<file path="config.mk">
export PLATFORM = sky130hd
export DESIGN_NAME = ntt_stream_ctrl
export DESIGN_NICKNAME = d
export VERILOG_FILES = /design/src/rtl/ntt_stream_ctrl.sv
export SDC_FILE = /design/constraint.sdc
export NUM_CORES = 1
export LEC_CHECK = 0
export BUFFER_PORTS_ARGS = -buffer_cell sky130_fd_sc_hd__buf_2
export CAP_MARGIN = 10
export CORE_UTILIZATION = 60
export CTS_CLUSTER_SIZE = 8
export DETAILED_ROUTE_END_ITERATION = 7
export PLACE_DENSITY = 0.79
export SYNTH_ARGS = -nofsm -noshare
export SYNTH_HDL_FRONTEND = slang
export SYNTH_SLANG_ARGS = --single-unit
</file>
<file path="constraint.sdc">
create_clock -name clk -period 4.92 [get_ports clk]
set_input_delay 1.23 -clock clk [delete_from_list [all_inputs] [get_ports clk]]
set_output_delay 1.23 -clock clk [all_outputs]
set_load 0.005 [all_outputs]
</file>
<file path="src/rtl/ntt_stream_ctrl.sv">
// AXIS-to-NTT-core sequencer: load 4*N_PER_PROC words, start, await finish, read back through a credit-checked output FIFO.
// Load path is 1 cycle; reads stall when in-flight + buffered words would overflow the FIFO; tlast framing check under NTT_STREAM_TLAST_CHECK_EN.
module ntt_stream_ctrl #(
    parameter int N_PER_PROC = 256,
    parameter int FIFO_DEPTH = 16
) (
    input  logic        clk,
    input  logic        rst_b,
    input  logic [31:0] s_axis_tdata,
    input  logic        s_axis_tvalid,
    output logic        s_axis_tready,
    input  logic        s_axis_tlast,
    output logic [31:0] m_axis_tdata,
    output logic        m_axis_tvalid,
    input  logic        m_axis_tready,
    output logic        m_axis_tlast,
    output logic [31:0] core_din,
    output logic [1:0]  core_din_num,
    output logic        core_din_valid,
    output logic        core_start,
    input  logic        core_finish,
    output logic [1:0]  core_rd_num,
    output logic        core_rd_valid,
    input  logic [31:0] core_dout,
    input  logic        core_dout_valid,
    output logic        core_rst_b,
    output logic        busy,
    output logic        err
);
    localparam int TOTAL = 4 * N_PER_PROC;
    localparam int CW    = $clog2(TOTAL) + 1;
    localparam int AW    = $clog2(FIFO_DEPTH);
    localparam int FW    = AW + 1;
    localparam logic [CW-1:0] LAST_IDX = CW'(TOTAL - 1);
    localparam logic [CW-1:0] TOTAL_C  = CW'(TOTAL);
    localparam logic [FW-1:0] DEPTH_C  = FW'(FIFO_DEPTH);

    typedef enum logic [2:0] {IDLE, LOAD, START, WAIT, UNLOAD, DRAIN, CLR} state_t;

    state_t          state, state_nxt;
    logic [CW-1:0]   ld_cnt, rd_cnt, out_cnt;
    logic [FW-1:0]   outstanding, fifo_count;
    logic [AW-1:0]   wr_ptr, rd_ptr;
    logic [31:0]     fifo_mem [FIFO_DEPTH];
    logic            ld_hs, rd_req, credit_ok, push, pop, clr_pulse;

    assign s_axis_tready = (state == LOAD);
    assign ld_hs         = (state == LOAD) && s_axis_tvalid;
    // Every word requested but not yet popped already owns a FIFO slot.
    assign credit_ok     = ({1'b0, outstanding} + {1'b0, fifo_count}) < {1'b0, DEPTH_C};

    assign pop  = m_axis_tready && (fifo_count != '0);
    assign push = core_dout_valid && ((fifo_count != DEPTH_C) || pop);

    assign m_axis_tvalid = (fifo_count != '0);
    assign m_axis_tdata  = m_axis_tvalid ? fifo_mem[rd_ptr] : 32'd0;
    assign m_axis_tlast  = m_axis_tvalid && (out_cnt == LAST_IDX);

    assign core_rd_valid = rd_req;
    assign core_rd_num   = rd_cnt[CW-2 -: 2];
    assign core_rst_b    = rst_b & ~clr_pulse;
    assign busy          = (state != IDLE);

    always_comb begin
        state_nxt  = state;
        core_start = 1'b0;
        rd_req     = 1'b0;
        clr_pulse  = 1'b0;
        case (state)
            IDLE:   state_nxt = LOAD;
            LOAD:   if (ld_hs && (ld_cnt == LAST_IDX)) state_nxt = START;
            START: begin
                core_start = 1'b1;
                state_nxt  = WAIT;
            end
            WAIT:   if (core_finish) state_nxt = UNLOAD;
            UNLOAD: begin
                rd_req = credit_ok;
                if (credit_ok && (rd_cnt == LAST_IDX)) state_nxt = DRAIN;
            end
            DRAIN:  if (out_cnt == TOTAL_C) state_nxt = CLR;
            CLR: begin
                clr_pulse = 1'b1;
                state_nxt = IDLE;
            end
            default: state_nxt = IDLE;
        endcase
    end

    always_ff @(posedge clk) begin
        if (!rst_b) begin
            state          <= IDLE;
            ld_cnt         <= '0;
            rd_cnt         <= '0;
            out_cnt        <= '0;
            outstanding    <= '0;
            fifo_count     <= '0;
            wr_ptr         <= '0;
            rd_ptr         <= '0;
            core_din       <= 32'd0;
            core_din_num   <= 2'd0;
            core_din_valid <= 1'b0;
        end else begin
            state          <= state_nxt;
            core_din_valid <= ld_hs;
            if (ld_hs) begin
                core_din     <= s_axis_tdata;
                core_din_num <= ld_cnt[CW-2 -: 2];
            end
            if (state == CLR) begin
                ld_cnt  <= '0;
                rd_cnt  <= '0;
                out_cnt <= '0;
            end else begin
                if (ld_hs)  ld_cnt  <= ld_cnt + CW'(1);
                if (rd_req) rd_cnt  <= rd_cnt + CW'(1);
                if (pop)    out_cnt <= out_cnt + CW'(1);
            end
            case ({rd_req, core_dout_valid})
                2'b10:   outstanding <= outstanding + FW'(1);
                2'b01:   outstanding <= outstanding - FW'(1);
                default: outstanding <= outstanding;
            endcase
            case ({push, pop})
                2'b10:   fifo_count <= fifo_count + FW'(1);
                2'b01:   fifo_count <= fifo_count - FW'(1);
                default: fifo_count <= fifo_count;
            endcase
            if (push) wr_ptr <= wr_ptr + AW'(1);
            if (pop)  rd_ptr <= rd_ptr + AW'(1);
        end
    end

    always_ff @(posedge clk) begin
        if (push) fifo_mem[wr_ptr] <= core_dout;
    end

`ifdef NTT_STREAM_TLAST_CHECK_EN
    // Framing is advisory: loading still advances purely by count.
    always_ff @(posedge clk) begin
        if (!rst_b) begin
            err <= 1'b0;
        end else if (ld_hs && (s_axis_tlast != (ld_cnt == LAST_IDX))) begin
            err <= 1'b1;
        end
    end
`else
    logic tlast_unused;
    assign tlast_unused = s_axis_tlast;
    assign err          = 1'b0;
`endif

endmodule
</file>
# Yosys cells after proc, flatten, opt, wreduce, memory -nomap -nowiden
# Memory sizes are Yosys's and may differ from the RTL's. A register that Yosys moved wholly into a read port is not among the register bits.
# Index checks and enable logic that the tools add are counted.
# word_totals
register_bits,89
mem_bits_rw,512
in_bits,71
out_inout_bits,77
elab_cells,74
memories,1
# classes
add_sub_neg,10
magnitude_cmp,1
eq_ne,19
muxes,15
bitwise,3
reduce_logical,14
# mem_list
memory,depth,width,rd,rd_ports_with_merged_regs,write_ports,line,source
fifo_mem,16,32,1,1,1,44,logic [31:0] fifo_mem [FIFO_DEPTH];
# ops
cell,n
"adder 11 x 1 -> 11 bit, second input constant",3
"== test 11 x 10 -> 1 bit, second input constant",3
two-way mux 32 bit,1
case mux 5 bit (2 select lines),2
case mux 3 bit (6 select lines),1
two-way mux 3 bit,4
"== test 11 bit, second input constant",1
"adder 5 x 1 -> 5 bit, second input constant",2
"subtractor 5 x 1 -> 5 bit, second input constant",2
"== test 3 bit, second input constant",3
"adder 4 x 1 -> 4 bit, second input constant",2
two-way mux 4 bit,2
adder 5 x 5 -> 6 bit,1
"== test 3 x 2 -> 1 bit, second input constant",2
logical AND 1 bit,6
"less-than comparator 6 x 5 -> 1 bit, second input constant",1
"!= test 2 bit, second input constant",3
two-way mux 1 bit,5
"!= test 5 bit, second input constant",1
nonzero test 5 bit,1
"== test 2 x 1 -> 1 bit, second input constant",2
"== test 2 bit, second input constant",2
AND reduction 4 bit,1
nonzero test 2 bit,2
8 further kinds,9

# Depth between registers and ports, before layout
# depth
ltp_word,6
mapped_depth,10
ltp_nobuf,10

# Least setup slack after synthesis
# Ideal clock, no wire load.
# synth_timing
kind,in2reg
startpoint,input port core_dout_valid
endpoint,memory fifo_mem[0][0] (enable)
setup_ns,0.461
arrival_ns,4.058
required_ns,4.459
path_slack_ns,0.401
path_stages,4
n_path_buf,1
cell_sequence,clkbuf_1 -> o21a_1 -> nand2_1 -> nor3_1
# synth_between
elab_chain_len,3
# synth_rtl
item,line,source
"start, declared",25,"input logic core_dout_valid,"
logical AND 1 bit,53,assign push = core_dout_valid && ((fifo_count != DEPTH_C) || pop);
two-way mux 1 bit,135,if (push) fifo_mem[wr_ptr] <= core_dout;
two-way mux 1 bit (not written as such),135,
"end, declared",44,
# No other way between the ends.

# Final worst setup path
# layout_timing
startpoint,register fifo_count[0]
endpoint,output port m_axis_tdata[2]
# layout_between
elab_chain_len,2
# layout_rtl
item,line,source
"start, declared",42,"logic [FW-1:0] outstanding, fifo_count;"
"start signal, assigned",125,2'b10: fifo_count <= fifo_count + FW'(1);
"start signal, assigned",126,2'b01: fifo_count <= fifo_count - FW'(1);
"start signal, assigned",127,default: fifo_count <= fifo_count;
nonzero test 5 bit,55,assign m_axis_tvalid = (fifo_count != '0);
two-way mux 32 bit,56,assign m_axis_tdata = m_axis_tvalid ? fifo_mem[rd_ptr] : 32'd0;
"end, declared",13,"output logic [31:0] m_axis_tdata,"
# No other way between the ends.

==> results.md <==
* Status: complete, no violations
* F_max at 230 MHz
* Crit Path Max Fanout at 19
* Utilization after layout at 0.712
* Period minus WS final at 4.35 ns
* CTS Root Cell: clkbuf_16
* Flops & latches, synth at a little over 600
* Post-cts resize count at 0
* CTS tree: done
* Gpl congestion at 0.746
* Synthesized instance count at 1309
* Largest area contributor in the netlist: edfxtp_1
* Final Setup Violations at 0
* Starting density of the core at 0.610
* Power Dens Cells at 494 nW/um2
* Hold bufs inserted after CTS at 0
* Global-route wire length before repair at 79500 um
* WP data required at roughly 3.7 ns
* Die extent in x at 201 um
* Antenna violations before repair at 2
* Fillers at between 2000 and 2500
* Post-Route WL at 52500 um
* Layout cell share with drive strength beyond 1 at 0.286
* Actual slew at the worst max-slew pin at 0.969 ns
* Peak VDD IR at about 0.33 mV
* Final slew viol count at 0
* Max-slew headroom at 0.352
* Detail Route Antenna Nets at 0
* CTS Buf Count at 85
* DRC Markers at 0
* Syn_nets at 1402
* Leakage at around 9 nW
* Min setup slack post-route at 0.571 ns
* Post-DP HPWL at 27400 um
* Max incr delay on CP at 0.80 ns
* Critical path's slowest cell: or4_1
* Vias post-DR at roughly 13000
* Main synth FF type: edfxtp_1
* Place WS at 1.25 ns
* Setup crit end kind: output pin
* Clk slew on worst S/H paths at ~0.050 ns
* I/O pin count at 148
* Area of the multi-input gates at between 6000 and 7000 um2
* Post-synthesis cell type count at between 50 and 60
* Nets at 1596
* TNS Setup at 0 ns
* Post-Syn Area at 23700 um2
* RSZ-0062 raised after global routing: false
* Largest net degree at the start of global routing at 47
* DRT iter0 DRCs at 1115
* Worst-case clock buffer depth at 3
* Synth warn at 0
* Worst path bufs/invs at 2
* Hold_ws at 0.447 ns
* WL/cell at 25.7 um
* Avg Cell Area, Syn at 18.1 um2
* Clock sink count at between 600 and 700
* Top cell type's share of synthesized area at 0.649
* Fin. Hold Viols at 0
* Via/cell ratio at ~6.4
* Number of global-route vias before repair at between 10000 and 15000
* Top cells by area, synth: edfxtp_1, mux4_2, dfxtp_1
* Setup CP Type: reg2out
* Fin crit share at 0.884
* Post-CTS Setup Inserts at 0
* Sequential area share after synthesis at 0.727
* Clock Skew at 0.0219 ns
* FFs w/ async S/R, synth at 0
* Die ar. at 40300 um2
* Crit start category: flop
* Gr ovfl total at 0
* DRT Pass-1 Iters at 7
* Num rows at between 70 and 80
* Total track usage at 0.266
* Post-synth EDFFs at 512
* H-Tree Depth at 3
* Dominant cell by count in the synthesized netlist: edfxtp_1
* Worst-Skew Late Latency at 0.61 ns
* Max-cap check violation count at 0
* CP Cell Sequence: or4_1 > or2_2 > nand2b_2 > buf_4 > o22ai_1 > buf_2
* Synth top cells by count: edfxtp_1, mux4_2, nand2_1
* Reg area at 17200 um2
* Core footprint at 38800 um2
* CP delay by family, top: simple AND/OR/NAND/NOR gates
* P&R area growth vs syn at 16.6%
* Port-buffer cells at 145
* Crit path DAT at 3.12 ns
* Worst hold path class: reg2reg
* Die Y at 201 um
-- flip-flops by register name, indices dropped and copies added (netlist names), 4 cells and up, named ones only --
name         cells
core_din        32
fifo_count       5
fifo_mem       512
ld_cnt          11
out_cnt         11
outstanding      5
rd_cnt          11
rd_ptr           4
wr_ptr           4
-- layout make-up --
cell class	count	area share
sequential	605	0.624
clock buffer	100	0.0809
multi-input combinational	617	0.226
tap	518	0.0235
timing repair buffer	183	0.0407
inverter	11	0.00149
antenna	2	0.000181
clock inverter	5	0.00353
-- worst min-delay path, delay by kind of cell (launching register included) --
family,cells,cell delay (ns)
compound gates,1,0.05
flops,1,0.30
simple gates,1,0.05
-- per-stage QoR --
| stage | power, mW | cell area (um2) | instances |
|---|---|---|---|
| detailed placement | 8.51 | 25300 | 1934 |
| CTS | 13.7 | 27600 | 2039 |
| floorplan | 7.67 | 23700 | 1309 |
| global route | 14.1 | 27600 | 2039 |
| finish | 13.7 | 27600 | 2041 |
| global placement | 8.44 | 25300 | 1934 |
-- routing by layer --
layer / part of all wire / vias up / GRT usage
li1: - / 5613 / -
met1: 0.39 / 6633 / 0.348
met2: 0.51 / 622 / 0.448
met3: 0.079 / 102 / 0.0541
met4: 0.025 / 2 / 0.0935
met5: 0.00025 / - / 0
-- power by group --
group | total, mW | switching, mW | internal [mW]
sequential | 5.89 | 0.159 | 5.73
combinational | 2.56 | 1.31 | 1.25
clock | 5.20 | 2.04 | 3.16
-- cells in the final DEF, fill, tap and decap left out, drive strengths merged, types with 3 or more instances in the layout --
cell type / Yosys / routed
mux2: 4 / 4
buf: 33 / 183
clkinv: 1 / 3
clkbuf: 43 / 100
xor2: 11 / 11
nand2b: 8 / 8
and3: 4 / 4
mux4: 128 / 128
ha: 20 / 20
mux2i: 75 / 75
nand4: 8 / 8
or3: 9 / 9
o21a: 4 / 4
nor4: 6 / 6
nand4b: 3 / 3
a21oi: 54 / 54
a21o: 5 / 5
edfxtp: 512 / 512
xnor2: 12 / 12
o22ai: 32 / 32
nor3: 10 / 10
nand3: 15 / 15
o211ai: 6 / 6
dfxtp: 93 / 93
nor2: 45 / 45
nand2: 98 / 98
or4: 11 / 11
o21ai: 8 / 8
inv: 10 / 13
and2: 3 / 3
o31ai: 12 / 12
-- final timing paths --
kind,start,endpoint,slack (ns),cells past startpoint
worst min register to register,core_din[14]$_SDFFE_PN0P_,core_din[14]$_SDFFE_PN0P_,0.45,2
worst min-delay path,core_din[14]$_SDFFE_PN0P_,core_din[14]$_SDFFE_PN0P_,0.45,2
worst max-delay path,fifo_count[0]$_SDFFE_PN0P_,m_axis_tdata[2],0.57,6
worst max register to register,fifo_count[4]$_SDFFE_PN0P_,outstanding[4]$_SDFFE_PN0P_,1.46,10
-- kinds of logic (layout without fill, tap and decap cells) --
logic type      after synthesis  after routing  share of synthesized area
fa+ha+maj                    22             22                     0.0122
compound gates              130            130                     0.0337
flops                       605            605                      0.727
mux                         207            207                      0.155
simple gates                234            234                     0.0478
other cells                   1              3                   0.000158
buf+inv                      87            299                     0.0150
xor+xnor                     23             23                    0.00850
Power figures use the tool's default switching activity.
